<file path="config.mk">
export PLATFORM = sky130hd
export DESIGN_NAME = hazard_control_unit
export DESIGN_NICKNAME = d
export VERILOG_FILES = /design/src/rtl/hazard_pkg.sv /design/src/rtl/hazard_control_unit_fwd_select.sv /design/src/rtl/hazard_control_unit.sv
export SDC_FILE = /design/constraint.sdc
export NUM_CORES = 1
export LEC_CHECK = 0
export CAP_MARGIN = 20
export CORE_MARGIN = 8
export CORE_UTILIZATION = 34
export CTS_CLUSTER_SIZE = 10
export DETAILED_ROUTE_END_ITERATION = 16
export PLACE_DENSITY_LB_ADDON = 0.25
export SYNTH_ARGS = -nofsm -noshare
export SYNTH_HDL_FRONTEND = slang
export SYNTH_HIERARCHICAL = 1
export SYNTH_SLANG_ARGS = --single-unit
</file>
<file path="constraint.sdc">
create_clock -name clk -period 2.2 [get_ports clk]
set_input_delay 0.44 -clock clk [delete_from_list [all_inputs] [get_ports clk]]
set_output_delay 0.44 -clock clk [all_outputs]
set_load 0.05 [all_outputs]
</file>
<file path="src/rtl/hazard_pkg.sv">
// -----------------------------------------------------------------------------
// hazard_pkg
//
// Shared types and constants for the pipeline hazard controller.
//
//   hcu_state_t  : controller FSM state (RUN / STALL)
//   FWD_*        : encoding of the EX operand forwarding selects
//   STALL_CNT_W  : width of the remaining-bubble counter (LOAD_STALL_CYCLES
//                  is limited to 1..15, so 4 bits always suffice)
// -----------------------------------------------------------------------------
package hazard_pkg;

    typedef enum logic [0:0] {
        RUN   = 1'b0,
        STALL = 1'b1
    } hcu_state_t;

    // EX operand source select
    localparam logic [1:0] FWD_RF  = 2'b00;  // register-file value from ID_EX
    localparam logic [1:0] FWD_WB  = 2'b01;  // result being written back
    localparam logic [1:0] FWD_MEM = 2'b10;  // ALU result sitting in EX_MEM

    localparam int unsigned STALL_CNT_W = 4;

endpackage

</file>
<file path="src/rtl/hazard_control_unit_fwd_select.sv">
// -----------------------------------------------------------------------------
// fwd_select
//
// Forwarding select for one EX ALU operand. Picks the youngest in-flight
// producer of the operand's source register. MEM is younger than WB, so
// a MEM match wins. Register 0 is hard-wired to zero and is never forwarded.
//
// Ports
//   src_i            in  REG_ADDR_W  source register of the EX operand
//   mem_reg_write_i  in  1           instruction in MEM writes the RF
//   mem_write_reg_i  in  REG_ADDR_W  destination register of MEM instruction
//   wb_reg_write_i   in  1           instruction in WB writes the RF
//   wb_write_reg_i   in  REG_ADDR_W  destination register of WB instruction
//   sel_o            out 2           FWD_RF / FWD_WB / FWD_MEM
// -----------------------------------------------------------------------------
module fwd_select
    import hazard_pkg::*;
#(
    parameter int unsigned REG_ADDR_W = 5
) (
    input  logic [REG_ADDR_W-1:0] src_i,
    input  logic                  mem_reg_write_i,
    input  logic [REG_ADDR_W-1:0] mem_write_reg_i,
    input  logic                  wb_reg_write_i,
    input  logic [REG_ADDR_W-1:0] wb_write_reg_i,
    output logic [1:0]            sel_o
);

    logic src_nonzero;
    logic mem_hit;
    logic wb_hit;

    assign src_nonzero = (src_i != '0);
    assign mem_hit     = src_nonzero && mem_reg_write_i && (mem_write_reg_i == src_i);
    assign wb_hit      = src_nonzero && wb_reg_write_i  && (wb_write_reg_i  == src_i);

    always_comb begin
        sel_o = FWD_RF;
        if (mem_hit) begin
            sel_o = FWD_MEM;
        end else if (wb_hit) begin
            sel_o = FWD_WB;
        end
    end

endmodule

</file>
<file path="src/rtl/hazard_control_unit.sv">
// -----------------------------------------------------------------------------
// hazard_control_unit
//
// Hazard controller for the 5-stage MIPS pipeline (IF/ID/EX/MEM/WB).
//   - Forwarding selects for both EX ALU operands (combinational).
//   - Load-use detection: inserts LOAD_STALL_CYCLES bubbles into ID_EX while
//     holding PC and IF_ID.
//   - Redirect (taken branch / J / JR resolved in MEM): flushes IF_ID, ID_EX
//     and EX_MEM in the same cycle and cancels any stall in progress.
//
// Parameters
//   REG_ADDR_W         register-index width
//   LOAD_STALL_CYCLES  bubbles per load-use hazard, 1..15
//   CNT_W              perf counter width (only with HCU_PERF_CNT_EN)
//
// Ports
//   clk, reset                     clock (rising edge), synchronous active-high reset
//   id_rs, id_rt, id_uses_rs/rt    sources of the ID instruction and whether read
//   ex_rs, ex_rt                   sources of the EX instruction
//   ex_mem_read, ex_reg_write,
//   ex_write_reg                   EX instruction is a load / writes RF / dest
//   mem_reg_write, mem_write_reg   MEM producer
//   wb_reg_write,  wb_write_reg    WB producer
//   mem_redirect                   control-flow redirect resolved in MEM
//   pc_enable, if_id_enable        PC / IF_ID load enables
//   if_id_flush, id_ex_flush,
//   ex_mem_flush                   clear the pipe register to NOP next edge
//   fwd_a_sel, fwd_b_sel           EX operand source (00 RF, 01 WB, 10 MEM)
//   stall_cycles, flush_events     saturating perf counters (HCU_PERF_CNT_EN)
//   dbg_state                      current FSM state (hcu_state_t encoding)
//
// Build option
//   HCU_PERF_CNT_EN  when defined, adds the stall_cycles / flush_events
//                    counters and their output ports.
// -----------------------------------------------------------------------------
module hazard_control_unit
    import hazard_pkg::*;
#(
    parameter int unsigned REG_ADDR_W        = 5,
    parameter int unsigned LOAD_STALL_CYCLES = 1,
    parameter int unsigned CNT_W             = 32
) (
    input  logic                  clk,
    input  logic                  reset,

    input  logic [REG_ADDR_W-1:0] id_rs,
    input  logic [REG_ADDR_W-1:0] id_rt,
    input  logic                  id_uses_rs,
    input  logic                  id_uses_rt,

    input  logic [REG_ADDR_W-1:0] ex_rs,
    input  logic [REG_ADDR_W-1:0] ex_rt,
    input  logic                  ex_mem_read,
    input  logic                  ex_reg_write,
    input  logic [REG_ADDR_W-1:0] ex_write_reg,

    input  logic                  mem_reg_write,
    input  logic [REG_ADDR_W-1:0] mem_write_reg,

    input  logic                  wb_reg_write,
    input  logic [REG_ADDR_W-1:0] wb_write_reg,

    input  logic                  mem_redirect,

    output logic                  pc_enable,
    output logic                  if_id_enable,
    output logic                  if_id_flush,
    output logic                  id_ex_flush,
    output logic                  ex_mem_flush,
    output logic [1:0]            fwd_a_sel,
    output logic [1:0]            fwd_b_sel,
`ifdef HCU_PERF_CNT_EN
    output logic [CNT_W-1:0]      stall_cycles,
    output logic [CNT_W-1:0]      flush_events,
`endif
    output logic                  dbg_state
);

    // -------------------------------------------------------------------------
    // Elaboration-time parameter sanity
    // -------------------------------------------------------------------------
    if ((LOAD_STALL_CYCLES < 1) || (LOAD_STALL_CYCLES > 15) || (CNT_W < 1)) begin : g_bad_param
        $error("hazard_control_unit: LOAD_STALL_CYCLES must be 1..15 and CNT_W >= 1");
    end

    // Bubbles still owed after the first one, which is issued from RUN.
    localparam logic [STALL_CNT_W-1:0] STALL_INIT = STALL_CNT_W'(LOAD_STALL_CYCLES - 1);

    // -------------------------------------------------------------------------
    // Forwarding
    // -------------------------------------------------------------------------
    logic [1:0] fwd_a_raw;
    logic [1:0] fwd_b_raw;

    fwd_select #(.REG_ADDR_W(REG_ADDR_W)) u_fwd_a (
        .src_i           (ex_rs),
        .mem_reg_write_i (mem_reg_write),
        .mem_write_reg_i (mem_write_reg),
        .wb_reg_write_i  (wb_reg_write),
        .wb_write_reg_i  (wb_write_reg),
        .sel_o           (fwd_a_raw)
    );

    fwd_select #(.REG_ADDR_W(REG_ADDR_W)) u_fwd_b (
        .src_i           (ex_rt),
        .mem_reg_write_i (mem_reg_write),
        .mem_write_reg_i (mem_write_reg),
        .wb_reg_write_i  (wb_reg_write),
        .wb_write_reg_i  (wb_write_reg),
        .sel_o           (fwd_b_raw)
    );

    // While reset is held the pipe runs with register-file operands only.
    assign fwd_a_sel = reset ? FWD_RF : fwd_a_raw;
    assign fwd_b_sel = reset ? FWD_RF : fwd_b_raw;

    // -------------------------------------------------------------------------
    // Load-use detection
    // -------------------------------------------------------------------------
    // A load in EX produces its value only at the end of MEM, too late for an
    // ID consumer to pick it up via forwarding next cycle. $zero never stalls.
    logic load_dest_valid;
    logic rs_hit;
    logic rt_hit;
    logic load_use;

    assign load_dest_valid = ex_mem_read && ex_reg_write && (ex_write_reg != '0);
    assign rs_hit          = id_uses_rs && (id_rs == ex_write_reg);
    assign rt_hit          = id_uses_rt && (id_rt == ex_write_reg);
    assign load_use        = load_dest_valid && (rs_hit || rt_hit);

    // -------------------------------------------------------------------------
    // Controller FSM
    // -------------------------------------------------------------------------
    hcu_state_t             state_q, state_d;
    logic [STALL_CNT_W-1:0] stall_cnt_q, stall_cnt_d;

    always_ff @(posedge clk) begin
        if (reset) begin
            state_q     <= RUN;
            stall_cnt_q <= '0;
        end else begin
            state_q     <= state_d;
            stall_cnt_q <= stall_cnt_d;
        end
    end

    always_comb begin
        state_d      = state_q;
        stall_cnt_d  = stall_cnt_q;
        pc_enable    = 1'b1;
        if_id_enable = 1'b1;
        if_id_flush  = 1'b0;
        id_ex_flush  = 1'b0;
        ex_mem_flush = 1'b0;

        if (reset) begin
            state_d     = RUN;
            stall_cnt_d = '0;
        end else if (mem_redirect) begin
            // Everything younger than MEM is on the wrong path, including a
            // load-use consumer in ID, so the stall is simply dropped.
            if_id_flush  = 1'b1;
            id_ex_flush  = 1'b1;
            ex_mem_flush = 1'b1;
            state_d      = RUN;
            stall_cnt_d  = '0;
        end else begin
            case (state_q)
                RUN: begin
                    if (load_use) begin
                        pc_enable    = 1'b0;
                        if_id_enable = 1'b0;
                        id_ex_flush  = 1'b1;
                        if (LOAD_STALL_CYCLES > 1) begin
                            state_d     = STALL;
                            stall_cnt_d = STALL_INIT;
                        end
                    end
                end
                STALL: begin
                    // Inputs are ignored here: the bubble count was fixed when
                    // the hazard was first seen.
                    pc_enable    = 1'b0;
                    if_id_enable = 1'b0;
                    id_ex_flush  = 1'b1;
                    stall_cnt_d  = stall_cnt_q - STALL_CNT_W'(1);
                    if (stall_cnt_q <= STALL_CNT_W'(1)) begin
                        state_d     = RUN;
                        stall_cnt_d = '0;
                    end
                end
                default: begin
                    state_d     = RUN;
                    stall_cnt_d = '0;
                end
            endcase
        end
    end

    assign dbg_state = state_q;

    // -------------------------------------------------------------------------
    // Optional performance counters (saturating)
    // -------------------------------------------------------------------------
`ifdef HCU_PERF_CNT_EN
    logic [CNT_W-1:0] stall_cycles_q;
    logic [CNT_W-1:0] flush_events_q;

    always_ff @(posedge clk) begin
        if (reset) begin
            stall_cycles_q <= '0;
            flush_events_q <= '0;
        end else begin
            if (!pc_enable && (stall_cycles_q != '1)) begin
                stall_cycles_q <= stall_cycles_q + CNT_W'(1);
            end
            if (mem_redirect && (flush_events_q != '1)) begin
                flush_events_q <= flush_events_q + CNT_W'(1);
            end
        end
    end

    assign stall_cycles = stall_cycles_q;
    assign flush_events = flush_events_q;
`endif

endmodule
</file>
==> key figures, run 1 <==
Status
  • Outcome: finished, violations left
  • Violated checks: setup timing

Floorplan
  • Placeable core region: 0.00213 mm²
  • Overall die area: 0.00393 mm²
  • Io pins: 54
  • Die Height: 62.7 µm
  • Width of the die: 62.7 µm
  • Starting density of the core: 34.8%
  • Number of placement rows: 17

Synth
  • Yosys top cell area share: 18.9%
  • Number of library cell types mapped by synthesis: 28
  • Cell count after synthesis: 93
  • Yosys warning total: 6
  • Area leader, netlist: xnor2_1
  • Register bit count reported by yosys: 5
  • Register area share after synthesis: 13.5%
  • Top cells by area, synth: xnor2_1, xor2_1, dfxtp_1, nor2b_1, buf_4
  • Syn Area/Cell: 7.96 µm²
  • Synthesized cell area: 741 µm²
  • Syn nets: 139

Route
  • Total via count after detailed routing: 889
  • Vias per Instance: 4.91
  • Drt initial violations: 12
  • DRC errors left: 0
  • Met3 routed WL: 170 µm
  • TritonRoute pass-1 iters: 2
  • Met2 Wirelength: 1630 µm
  • Post-detailed-route count of antenna-violating nets: 0
  • Average wire length per cell after detail routing: 15.7 µm
  • Wl on met1: 963 µm
  • Uppermost layer routed: met4
  • Total detailed-routing wirelength: 2840 µm

Job
  • Maxcap violations: 0

STA
  • Worst slew slack as a fraction of its limit: 67.0%
  • Final setup violation count: 3
  • Setup TNS after final layout: -0.209 ns
  • Number of slew-limit violations in the final report: 0
  • Fraction of the cycle the final worst path needs: 103%
  • Achievable frequency: 0.440 GHz
  • Final Skew: 0.000486 ns
  • Number of hold-slack violations in the final timing report: 0
  • Setup ws final: -0.0736 ns
  • Clock period minus worst slack: 2.27 ns
  • RSZ-0062 raised after global routing: yes
  • Worst Tran Pin Value: 0.493 ns

Clocking
  • Insertion delay of the later-clocked pin in the worst-skew pair: 0.24 ns
  • Clock tree root buffer cell: clkbuf_4
  • Number of clock buffers inserted by TritonCTS: 3
  • H-tree depth reported by CTS: 1
  • Clock edge transition at the registers on the reported setup and hold paths: 0.04 ns
  • # hold bufs at CTS: 0
  • Maximum number of buffers from clock root to sink: 2
  • Count of clock tree sinks: 5
  • TritonCTS clock tree: built

Cells and area
  • Filler instances: 173
  • Post-synthesis to final-layout area growth: 102%
  • Leading cell type in the layout, fill and taps excluded: xnor2_1
  • Commonest non-fill, non-tap cells in the layout: xnor2_1, xor2_1, buf_2
  • Multi-input gate area in the final layout: 761 µm²
  • Fraction of final layout cells sized beyond drive strength 1: 44.4%
  • Final core utilization: 70.3%
  • Flip-flop and latch area: 100 µm²
  • Antenna cell count: 0
  • Final Net Count: 200

Worst setup path
  • Critical Setup Path Class: input pin to output pin
  • Crit path largest cell delay: 0.49 ns
  • Largest fanout on the critical path: 2
  • Slowest library cell on the worst path: clkdlybuf4s50_1
  • Arrival time of the worst setup path: 1.83 ns
  • Critical path launch point type: input pin
  • Series of cell instances along the critical path: clkdlybuf4s50_1, nand2_1, a2111oi_4, nor2b_4, buf_12
  • Crit-path leading delay family: buffers and inverters
  • WP buf/inv: 2
  • Critical Path RT: 1.76 ns
  • Worst Setup End Kind: output pin

Power and ir drop
  • Power density over the cells: 273 mW/mm²
  • Max IR drop VDD: 0.233 mV
  • Static leakage power: 0.592 nW

Global route
  • Global-route usage over all layers: 14.0%
  • Wire length of the first global-routing pass: 4620 µm
  • Pin count of the biggest net entering global routing: 8
  • Number of global-route vias before repair: 1082
  • Overall overflow remaining after global route: 0
  • Antenna violations before repair: 0

Place
  • Port Buf Inserts: 53
  • Global placer's final weighted congestion: 0.807
  • Dpl hpwl: 2340 µm

Min path
  • Type of the most critical hold path: register to register
## cells by family after synthesis
group / count (synthesis) / synth area share, %
xor+xnor: 32 / 37.8
fa+ha+maj: 2 / 3.38
buf+inv: 9 / 6.59
flops: 5 / 13.5
simple gates: 34 / 26.4
compound gates: 11 / 12.3
## synth_stat cells
| library cell | number |
|---|---|
| dfxtp_1 | 5 |
| xnor2_1 | 16 |
| o211ai_1 | 1 |
| inv_1 | 4 |
| a2111oi_0 | 2 |
| clkbuf_1 | 1 |
| and2_1 | 2 |
| xor2_1 | 16 |
| o21bai_1 | 2 |
| o41a_1 | 1 |
| a2bb2oi_1 | 1 |
| or4_1 | 3 |
| nor3_1 | 2 |
| and3b_1 | 2 |
| buf_4 | 4 |
| o31ai_1 | 1 |
| nand2_1 | 5 |
| nand2b_1 | 1 |
| nand4_1 | 2 |
| nor2b_1 | 5 |
| and2_0 | 1 |
| nor2_1 | 7 |
| nor4_2 | 1 |
| a32o_1 | 1 |
| ha_1 | 2 |
| o21ai_0 | 1 |
| a32oi_1 | 1 |
| nor4_1 | 3 |
## area by class of cell
type,count,area share [%]
Multi-Input combinational cell,79,50.9
Sequential cell,5,6.69
Tap cell,28,2.34
Clock buffer,4,1.76
Timing Repair Buffer,61,37.3
Inverter,4,1.00
## worst reg2reg max path: stages (launching register included)
cell and delay, ns:
dfxtp_1 0.39, inv_1 0.06, ha_1 0.22, o21bai_1 0.16, nor2_1 0.06, nor2_1 0.11
a32o_1 0.13
## path summary, 6_finish.rpt
path              slack, ns      startpoint             end  cells past startpoint
hold reg to reg        0.53  stall_cnt_q[2]       dbg_state                      2
setup / recovery      -0.07    wb_reg_write    fwd_a_sel[0]                      5
setup reg to reg       1.01  stall_cnt_q[0]  stall_cnt_q[1]                      6
hold / removal         0.53  stall_cnt_q[2]       dbg_state                      2
## sequential cells by signal, summed over array words and instances, names as in the netlist
signal	count
stall_cnt_q	4
dbg_state	1
## per-stage QoR
stage                     hold WS [ns]  setup WS [ns]  power, W  instance area (µm²)  cells
after global placement           0.519         -0.404  0.000289                 1360    173
after global routing             0.571         -0.152  0.000433                 1500    181
after CTS                        0.533         -0.101  0.000400                 1460    180
final                            0.529        -0.0736  0.000409                 1500    181
after floorplan                  0.484        -0.0434  0.000170                  761     93
after detailed placement         0.527         -0.455  0.000295                 1360    173
## layer usage
metal	vias to the layer above	GRT usage [%]
met2	35	29.4
li1	437	-
met4	0	4.56
met3	6	4.84
met5	-	0
met1	411	11.5
## what timing repair did
item | 4_1_cts | 5_1_grt
pin swaps | 25 | 16
endpoints found under the setup margin | 7 | 7
buffers inserted | 3 | 1
gates resized for setup | 114 | 30
hold endpoints to repair | 0 | 0
## power breakdown
group	total (W)	leakage, nW	switching [W]	internal, W
Combinational	0.000215	0.537	0.000102	0.000113
Sequential	0.0000910	0.0402	0	0.0000910
Clock	0.000102	0.0150	0.0000341	0.0000683
No activity file was read; power rests on OpenSTA's default activity.
==> inputs of run 2 (changes only) <==
==> constraint.sdc (replaced) <==
create_clock -name clk -period 2.2 [get_ports clk]
set_input_delay 0.66 -clock clk [delete_from_list [all_inputs] [get_ports clk]]
set_output_delay 0.66 -clock clk [all_outputs]
set_load 0.05 [all_outputs]
==> run 2 against run 1 <==
Effect of this change:
- the run still ends with setup timing left
- sequential cell count did not move
- die area did not move
- wire length rose by 11%
- first-iteration DRC count rose by 50%
- highest routed layer unchanged
- clock power barely moved
- critical path type unchanged
- core utilization rose by 8.3 points
- worst hold slack improved by 0.011 ns
- global-route usage rose by 1.1 points
- clock-buffer cell count did not move
- setup slack got worse by 0.42 ns
- register-to-register slack got worse by 0.06 ns
==> key figures, run 2 (synthesis gave the netlist of run 1 again) <==
Global route
  • Global-route usage over all layers: 15.1% (was 14.0%)
  • Wire length of the first global-routing pass: 4900 µm (was 4620 µm)
  • Antenna violations before repair: 0 (unchanged)
  • Pin count of the biggest net entering global routing: 8 (unchanged)
  • Number of global-route vias before repair: 1084 (was 1082)
  • Overall overflow remaining after global route: 0 (unchanged)

Power and ir drop
  • Share of total power in combinational logic: 56.7% (was 52.7%)
  • Power density over the cells: 264 mW/mm² (was 273 mW/mm²)
  • Relative contribution of sequential cells to total power: 20.6% (was 22.3%)
  • Static leakage power: 0.665 nW (was 0.592 nW)
  • Max IR drop VDD: 0.326 mV (was 0.233 mV)
  • Internal power: 0.000293 W (was 0.000272 W)
  • Power spent charging and discharging nets: 0.000149 W (was 0.000136 W)
  • Proportion of power drawn by the clock network: 22.7% (was 25.1%)
  • Sw frac: 33.7% (was 33.3%)

Floorplan
  • Die Height: 62.7 µm (unchanged)
  • Starting density of the core: 34.8% (unchanged)
  • Number of placement rows: 17 (unchanged)
  • Overall die area: 0.00393 mm² (unchanged)
  • Placeable core region: 0.00213 mm² (unchanged)
  • Io pins: 54 (unchanged)
  • Width of the die: 62.7 µm (unchanged)

Worst setup path
  • Series of cell instances along the critical path: buf_2, xor2_1, nor4_2, a32oi_2, o41a_4, buf_12 (was clkdlybuf4s50_1, nand2_1, a2111oi_4, nor2b_4, buf_12)
  • Worst Setup End Kind: output pin (unchanged)
  • Slowest library cell on the worst path: o41a_4 (was clkdlybuf4s50_1)
  • Crit path largest cell delay: 0.48 ns (was 0.49 ns)
  • WP buf/inv: 2 (unchanged)
  • Arrival time of the worst setup path: 2.04 ns (was 1.83 ns)
  • Critical path launch point type: input pin (unchanged)
  • Critical Setup Path Class: input pin to output pin (unchanged)
  • Critical Path RT: 1.54 ns (was 1.76 ns)
  • Crit-path leading delay family: compound AO/OA/AOI/OAI gates (was buffers and inverters)
  • Largest fanout on the critical path: 2 (unchanged)

Route
  • Post-detailed-route count of antenna-violating nets: 0 (unchanged)
  • TritonRoute pass-1 iters: 4 (was 2)
  • Drt initial violations: 18 (was 12)
  • Vias per Instance: 4.94 (was 4.91)
  • Average wire length per cell after detail routing: 16.7 µm (was 15.7 µm)
  • Total via count after detailed routing: 928 (was 889)
  • Total detailed-routing wirelength: 3150 µm (was 2840 µm)
  • DRC errors left: 0 (unchanged)

Clocking
  • TritonCTS clock tree: built (unchanged)
  • Number of clock buffers inserted by TritonCTS: 3 (unchanged)
  • # hold bufs at CTS: 0 (unchanged)
  • Clock tree root buffer cell: clkbuf_4 (unchanged)
  • Maximum number of buffers from clock root to sink: 2 (unchanged)
  • Clock edge transition at the registers on the reported setup and hold paths: 0.04 ns (about the same)
  • Count of clock tree sinks: 5 (unchanged)
  • H-tree depth reported by CTS: 1 (unchanged)
  • Insertion delay of the later-clocked pin in the worst-skew pair: 0.23 ns (was 0.24 ns)

Place
  • DP Area: 0.00145 mm² (was 0.00136 mm²)
  • Port Buf Inserts: 53 (unchanged)
  • Dpl hpwl: 2420 µm (was 2340 µm)
  • Global placer's final weighted congestion: 0.827 (was 0.807)

Cells and area
  • Commonest non-fill, non-tap cells in the layout: buf_2, buf_4, xnor2_1 (was xnor2_1, xor2_1, buf_2)
  • Fraction of final layout cells sized beyond drive strength 1: 55.6% (was 44.4%)
  • Max FFs per register: 4 (unchanged)
  • Final core utilization: 78.6% (was 70.3%)
  • Final Net Count: 207 (was 200)
  • Final cell area excluding filler cells: 0.00167 mm² (was 0.00150 mm²)
  • Antenna cell count: 0 (unchanged)
  • Leading cell type in the layout, fill and taps excluded: buf_2 (was xnor2_1)
  • Post-synthesis to final-layout area growth: 126% (was 102%)
  • Biggest register: stall_cnt_q (unchanged)

STA
  • Worst slew slack as a fraction of its limit: 80.7% (was 67.0%)
  • Number of slew-limit violations in the final report: 0 (unchanged)
  • Achievable frequency: 0.371 GHz (was 0.440 GHz)
  • Worst Tran Pin Value: 0.288 ns (was 0.493 ns)
  • Clock period minus worst slack: 2.70 ns (was 2.27 ns)
  • Final setup violation count: 7 (was 3)
  • RSZ-0062 raised after global routing: yes (unchanged)
  • Number of hold-slack violations in the final timing report: 0 (unchanged)
  • Setup ws final: -0.496 ns (was -0.0736 ns)
  • Final Skew: 0.00194 ns (was 0.000486 ns)
  • Fraction of the cycle the final worst path needs: 123% (was 103%)

Job
  • Maxcap violations: 0 (unchanged)

Min path
  • Type of the most critical hold path: register to register (unchanged)

Status
  • Outcome: finished, violations left (unchanged)
  • Violated checks: setup timing (unchanged)
## run 2: cell types whose count changed in the layout (fill, tap and decap cells not counted), sizes merged
cell,change
clkbuf,-7
clkdlybuf4s50,-4
buf,+21
dlymetal6s2s,-1
dlygate4sd2,-2
## run 2: timing repair
| action | 4_1_cts | 5_1_grt |
|---|---|---|
| buffers inserted | 3 | 2 |
| gates resized for setup | 167 | 27 |
| setup endpoints to repair | 9 | 7 |
| pin swaps | 37 | 16 |
## run 2: final cells by class
cell class | instances | area (µm²)
multi-input combinational | 79 | 847
timing repair buffer | 68 | 648
fill | 142 | 455
sequential | 5 | 100
tap | 28 | 35.0
clock buffer | 4 | 26.3
inverter | 4 | 15.0
## run 2: final timing paths
kind | startpoint | endpoint | slack, ns | cells after the start
worst max-delay path | id_rs[2] | if_id_enable | -0.50 | 6
worst min-delay path | stall_cnt_q[2] | dbg_state | 0.54 | 2
worst min register to register | stall_cnt_q[2] | dbg_state | 0.54 | 2
worst max register to register | stall_cnt_q[0] | stall_cnt_q[1] | 0.95 | 6
## run 2: per-layer routing
layer / up-vias / global-route usage, % / wire, µm
met5: - / 0 / 0
met4: 0 / 4.84 / 68
met3: 6 / 4.66 / 195
met2: 36 / 31.8 / 1810
met1: 435 / 12.6 / 1080
li1: 451 / - / -
## run 2: power groups by stage
stage	clock (W)	sequential, W	combinational (W)
6_report	0.000100	0.0000910	0.000250
5_1_grt	0.000117	0.0000906	0.000263
4_1_cts	0.000107	0.0000910	0.000221
3_5_place_dp	0	0.0000925	0.000214
3_3_place_gp	0	0.0000925	0.000208
2_1_floorplan	0	0.0000925	0.0000817
## run 2: worst min-delay path, cell delays in order (launching register included)
cell and delay (ns):
dfxtp_1 0.32, nor2_1 0.11, nor2_1 0.06
## run 2: stage by stage
step | hold slack, ns | setup WS (ns) | total power, W | setup TNS, ns | cells
after floorplan | 0.484 | -0.460 | 0.000174 | -2.40 | 93
after global placement | 0.517 | -0.849 | 0.000300 | -5.66 | 179
after detailed placement | 0.521 | -0.889 | 0.000307 | -5.84 | 179
after CTS | 0.526 | -0.524 | 0.000419 | -2.79 | 186
after global routing | 0.574 | -0.529 | 0.000470 | -3.00 | 188
final | 0.540 | -0.496 | 0.000442 | -2.78 | 188
==> inputs of run 3 (changes only) <==
--- a/config.mk
+++ b/config.mk
@@ -7,9 +7,10 @@
 export LEC_CHECK = 0
 export CAP_MARGIN = 20
 export CORE_MARGIN = 8
-export CORE_UTILIZATION = 34
+export CORE_UTILIZATION = 55
 export CTS_CLUSTER_SIZE = 10
 export DETAILED_ROUTE_END_ITERATION = 16
+export DONT_BUFFER_PORTS = 1
 export PLACE_DENSITY_LB_ADDON = 0.25
 export SYNTH_ARGS = -nofsm -noshare
 export SYNTH_HDL_FRONTEND = slang
==> constraint.sdc (replaced) <==
create_clock -name clk -period 2.7 [get_ports clk]
set_input_delay 0.81 -clock clk [delete_from_list [all_inputs] [get_ports clk]]
set_output_delay 0.81 -clock clk [all_outputs]
set_load 0.05 [all_outputs]
==> run 3 against run 2 <==
Effect of this change:
- the flow still finishes with violations (setup timing)
- largest power group is now the clock network
- design area down 42%
- critical path type unchanged
- wire length shrank 36%
- sequential power fell by 19%
- core utilization shrank 3.7 points
- non-clock buffer count shrank 59
- clock power down 8%
==> key figures, run 3 (synthesis gave the netlist of run 1 again) <==
Status
  • Outcome: finished, violations left (unchanged)
  • Violated checks: setup timing (unchanged)

STA
  • Setup ws final: -0.162 ns (was -0.496 ns)
  • Final Hold Slack: 0.535 ns (was 0.540 ns)
  • Clock period minus worst slack: 2.86 ns
  • Fraction of the cycle the final worst path needs: 106%
  • Final Skew: 0.000327 ns (was 0.00194 ns)
  • Worst slew slack as a fraction of its limit: 79.8% (was 80.7%)
  • Number of hold-slack violations in the final timing report: 0 (unchanged)
  • Final setup violation count: 4 (was 7)
  • Achievable frequency: 0.349 GHz
  • Worst Tran Pin Value: 0.300 ns (was 0.288 ns)
  • Number of slew-limit violations in the final report: 0 (unchanged)
  • RSZ-0062 raised after global routing: yes (unchanged)

Power and ir drop
  • Max IR drop VDD: 0.114 mV (was 0.326 mV)
  • Static leakage power: 0.317 nW (was 0.665 nW)
  • Power density over the cells: 257 mW/mm² (was 264 mW/mm²)

Place
  • Worst slack at placement: -0.157 ns (was -0.889 ns)
  • Port Buf Inserts: 0 (was 53)
  • Total placed cells including tap cells: 112 (was 179)
  • Dpl hpwl: 1720 µm (was 2420 µm)
  • Global placer's final weighted congestion: 0.835 (was 0.827)

Cells and area
  • Antenna cell count: 0 (unchanged)
  • Filler instances: 109 (was 142)
  • Multi-input gate area in the final layout: 693 µm² (was 847 µm²)
  • Final instance count without filler cells: 116 (was 188)
  • Final Net Count: 148 (was 207)
  • Biggest register: stall_cnt_q (unchanged)
  • Leading cell type in the layout, fill and taps excluded: xnor2_1 (was buf_2)
  • Flip-flop and latch area: 100 µm² (unchanged)
  • Post-synthesis to final-layout area growth: 29.9% (was 126%)
  • Max FFs per register: 4 (unchanged)
  • Commonest non-fill, non-tap cells in the layout: xnor2_1, xor2_1 (was buf_2, buf_4, xnor2_1)
  • Fraction of final layout cells sized beyond drive strength 1: 27.7% (was 55.6%)

Worst setup path
  • Critical Path RT: 1.89 ns (was 1.54 ns)
  • Largest fanout on the critical path: 2 (unchanged)
  • Critical Setup Path Class: input pin to output pin (unchanged)
  • Critical path launch point type: input pin (unchanged)
  • Crit path largest cell delay: 0.60 ns (was 0.48 ns)
  • Worst Setup End Kind: output pin (unchanged)
  • Arrival time of the worst setup path: 2.05 ns (was 2.04 ns)
  • Critical register-to-register path startpoint: stall_cnt_q[0] (unchanged)
  • Cell count of the worst reg-to-reg path: 6 (unchanged)
  • WP buf/inv: 0 (was 2)
  • Series of cell instances along the critical path: xor2_2, nor4_2, a32oi_2, o41a_4 (was buf_2, xor2_1, nor4_2, a32oi_2, o41a_4, buf_12)
  • Worst reg2reg path endpoint: stall_cnt_q[1] (unchanged)
  • Crit-path leading delay family: compound AO/OA/AOI/OAI gates (unchanged)
  • Register-to-register setup slack: 1.51 ns (was 0.95 ns)
  • Slowest library cell on the worst path: o41a_4 (unchanged)

Route
  • DRC errors left: 0 (unchanged)
  • Total via count after detailed routing: 675 (was 928)
  • Average wire length per cell after detail routing: 17.4 µm (was 16.7 µm)
  • Vias per Instance: 5.82 (was 4.94)
  • TritonRoute pass-1 iters: 5 (was 4)
  • Drt initial violations: 4 (was 18)
  • Post-detailed-route count of antenna-violating nets: 0 (unchanged)
  • Total detailed-routing wirelength: 2020 µm (was 3150 µm)

Clocking
  • # hold bufs at CTS: 0 (unchanged)
  • Clock edge transition at the registers on the reported setup and hold paths: 0.05 ns (was 0.04 ns)
  • TritonCTS clock tree: built (unchanged)
  • Setup Fix Bufs, Post-CTS: 0 (was 3)
  • H-tree depth reported by CTS: 1 (unchanged)
  • Number of clock buffers inserted by TritonCTS: 3 (unchanged)
  • Insertion delay of the later-clocked pin in the worst-skew pair: 0.25 ns (was 0.23 ns)
  • Clock tree root buffer cell: clkbuf_4 (unchanged)
  • Count of clock tree sinks: 5 (unchanged)
  • Maximum number of buffers from clock root to sink: 2 (unchanged)

Floorplan
  • Width of the die: 52.7 µm (was 62.7 µm)
  • Starting density of the core: 57.6% (was 34.8%)
  • Placeable core region: 0.00128 mm² (was 0.00213 mm²)
  • Number of placement rows: 13 (was 17)
  • Overall die area: 0.00278 mm² (was 0.00393 mm²)
  • Io pins: 54 (unchanged)
  • Die Height: 52.7 µm (was 62.7 µm)

Global route
  • Overall overflow remaining after global route: 0 (unchanged)
  • Wire length of the first global-routing pass: 3010 µm (was 4900 µm)
  • Number of global-route vias before repair: 747 (was 1084)
  • Global-route usage over all layers: 14.2% (was 15.1%)
  • Antenna violations before repair: 0 (unchanged)
  • Pin count of the biggest net entering global routing: 11 (was 8)

Job
  • Maxcap violations: 0 (unchanged)

Min path
  • Type of the most critical hold path: register to register (unchanged)
  • Endpoint of the worst hold-timing path: dbg_state (unchanged)
  • Startpoint of the lowest-slack hold path: stall_cnt_q[2] (unchanged)
  • Cell depth of the worst hold path: 2 (unchanged)
-- run 3: power by group --
| part | leakage, nW | switching [W] | internal (W) |
|---|---|---|---|
| Sequential | 0.0402 | 0 | 0.0000740 |
| Combinational | 0.262 | 0.0000380 | 0.0000437 |
| Clock | 0.0150 | 0.0000355 | 0.0000562 |
| Total | 0.317 | 0.0000735 | 0.000174 |
-- run 3: area by class of cell --
cell class,count,share of cell area (%)
inverter,4,1.56
timing repair buffer,9,11.3
clock buffer,4,2.73
tap,15,1.95
multi-input combinational,79,72.0
sequential,5,10.4
-- run 3: tightest hold or removal path: stages (launching register included) --
cell and delay (ns):
dfxtp_1 0.32, nor2_1 0.11, nor2_1 0.06
-- run 3: how the worst max path moves through the flow --
| stage | start | cells after the start | to | slack, ns |
|---|---|---|---|---|
| floorplan | ex_write_reg[3] | 5 | pc_enable | -0.26 |
| global placement | ex_write_reg[3] | 4 | pc_enable | -0.14 |
| detailed placement | ex_write_reg[3] | 4 | pc_enable | -0.16 |
| CTS | ex_write_reg[3] | 4 | pc_enable | -0.16 |
| global route | id_rs[3] | 4 | pc_enable | -0.23 |
| finish | id_rs[3] | 4 | if_id_enable | -0.16 |
-- run 3: layer usage --
metal | share of wire, % | global-route usage [%] | wire length (µm) | vias to the layer above
met1 | 30 | 11.0 | 608 | 310
met2 | 57 | 26.7 | 1150 | 30
li1 | - | - | - | 333
met5 | 0 | 0 | 0 | -
met3 | 12 | 6.25 | 235 | 2
met4 | 1.0 | 10.3 | 21 | 0
-- run 3: timing repair --
| item | 4_1_cts | 5_1_grt |
|---|---|---|
| resized for setup | 4 | 12 |
| endpoints found under the setup margin | 5 | 7 |
| pin swaps | 5 | 3 |
| endpoints found under the hold margin | 0 | 0 |
-- run 3: per-stage QoR --
step / instance area, µm² / TNS (ns) / utilization [%] / total power, W
finish: 962 / -0.422 / 74.9 / 0.000247
global route: 962 / -0.690 / 74.9 / 0.000263
floorplan: 783 / -1.00 / - / 0.000141
CTS: 912 / -0.461 / 71.0 / 0.000246
global placement: 870 / -0.445 / 67.7 / 0.000149
detailed placement: 870 / -0.558 / 67.7 / 0.000151
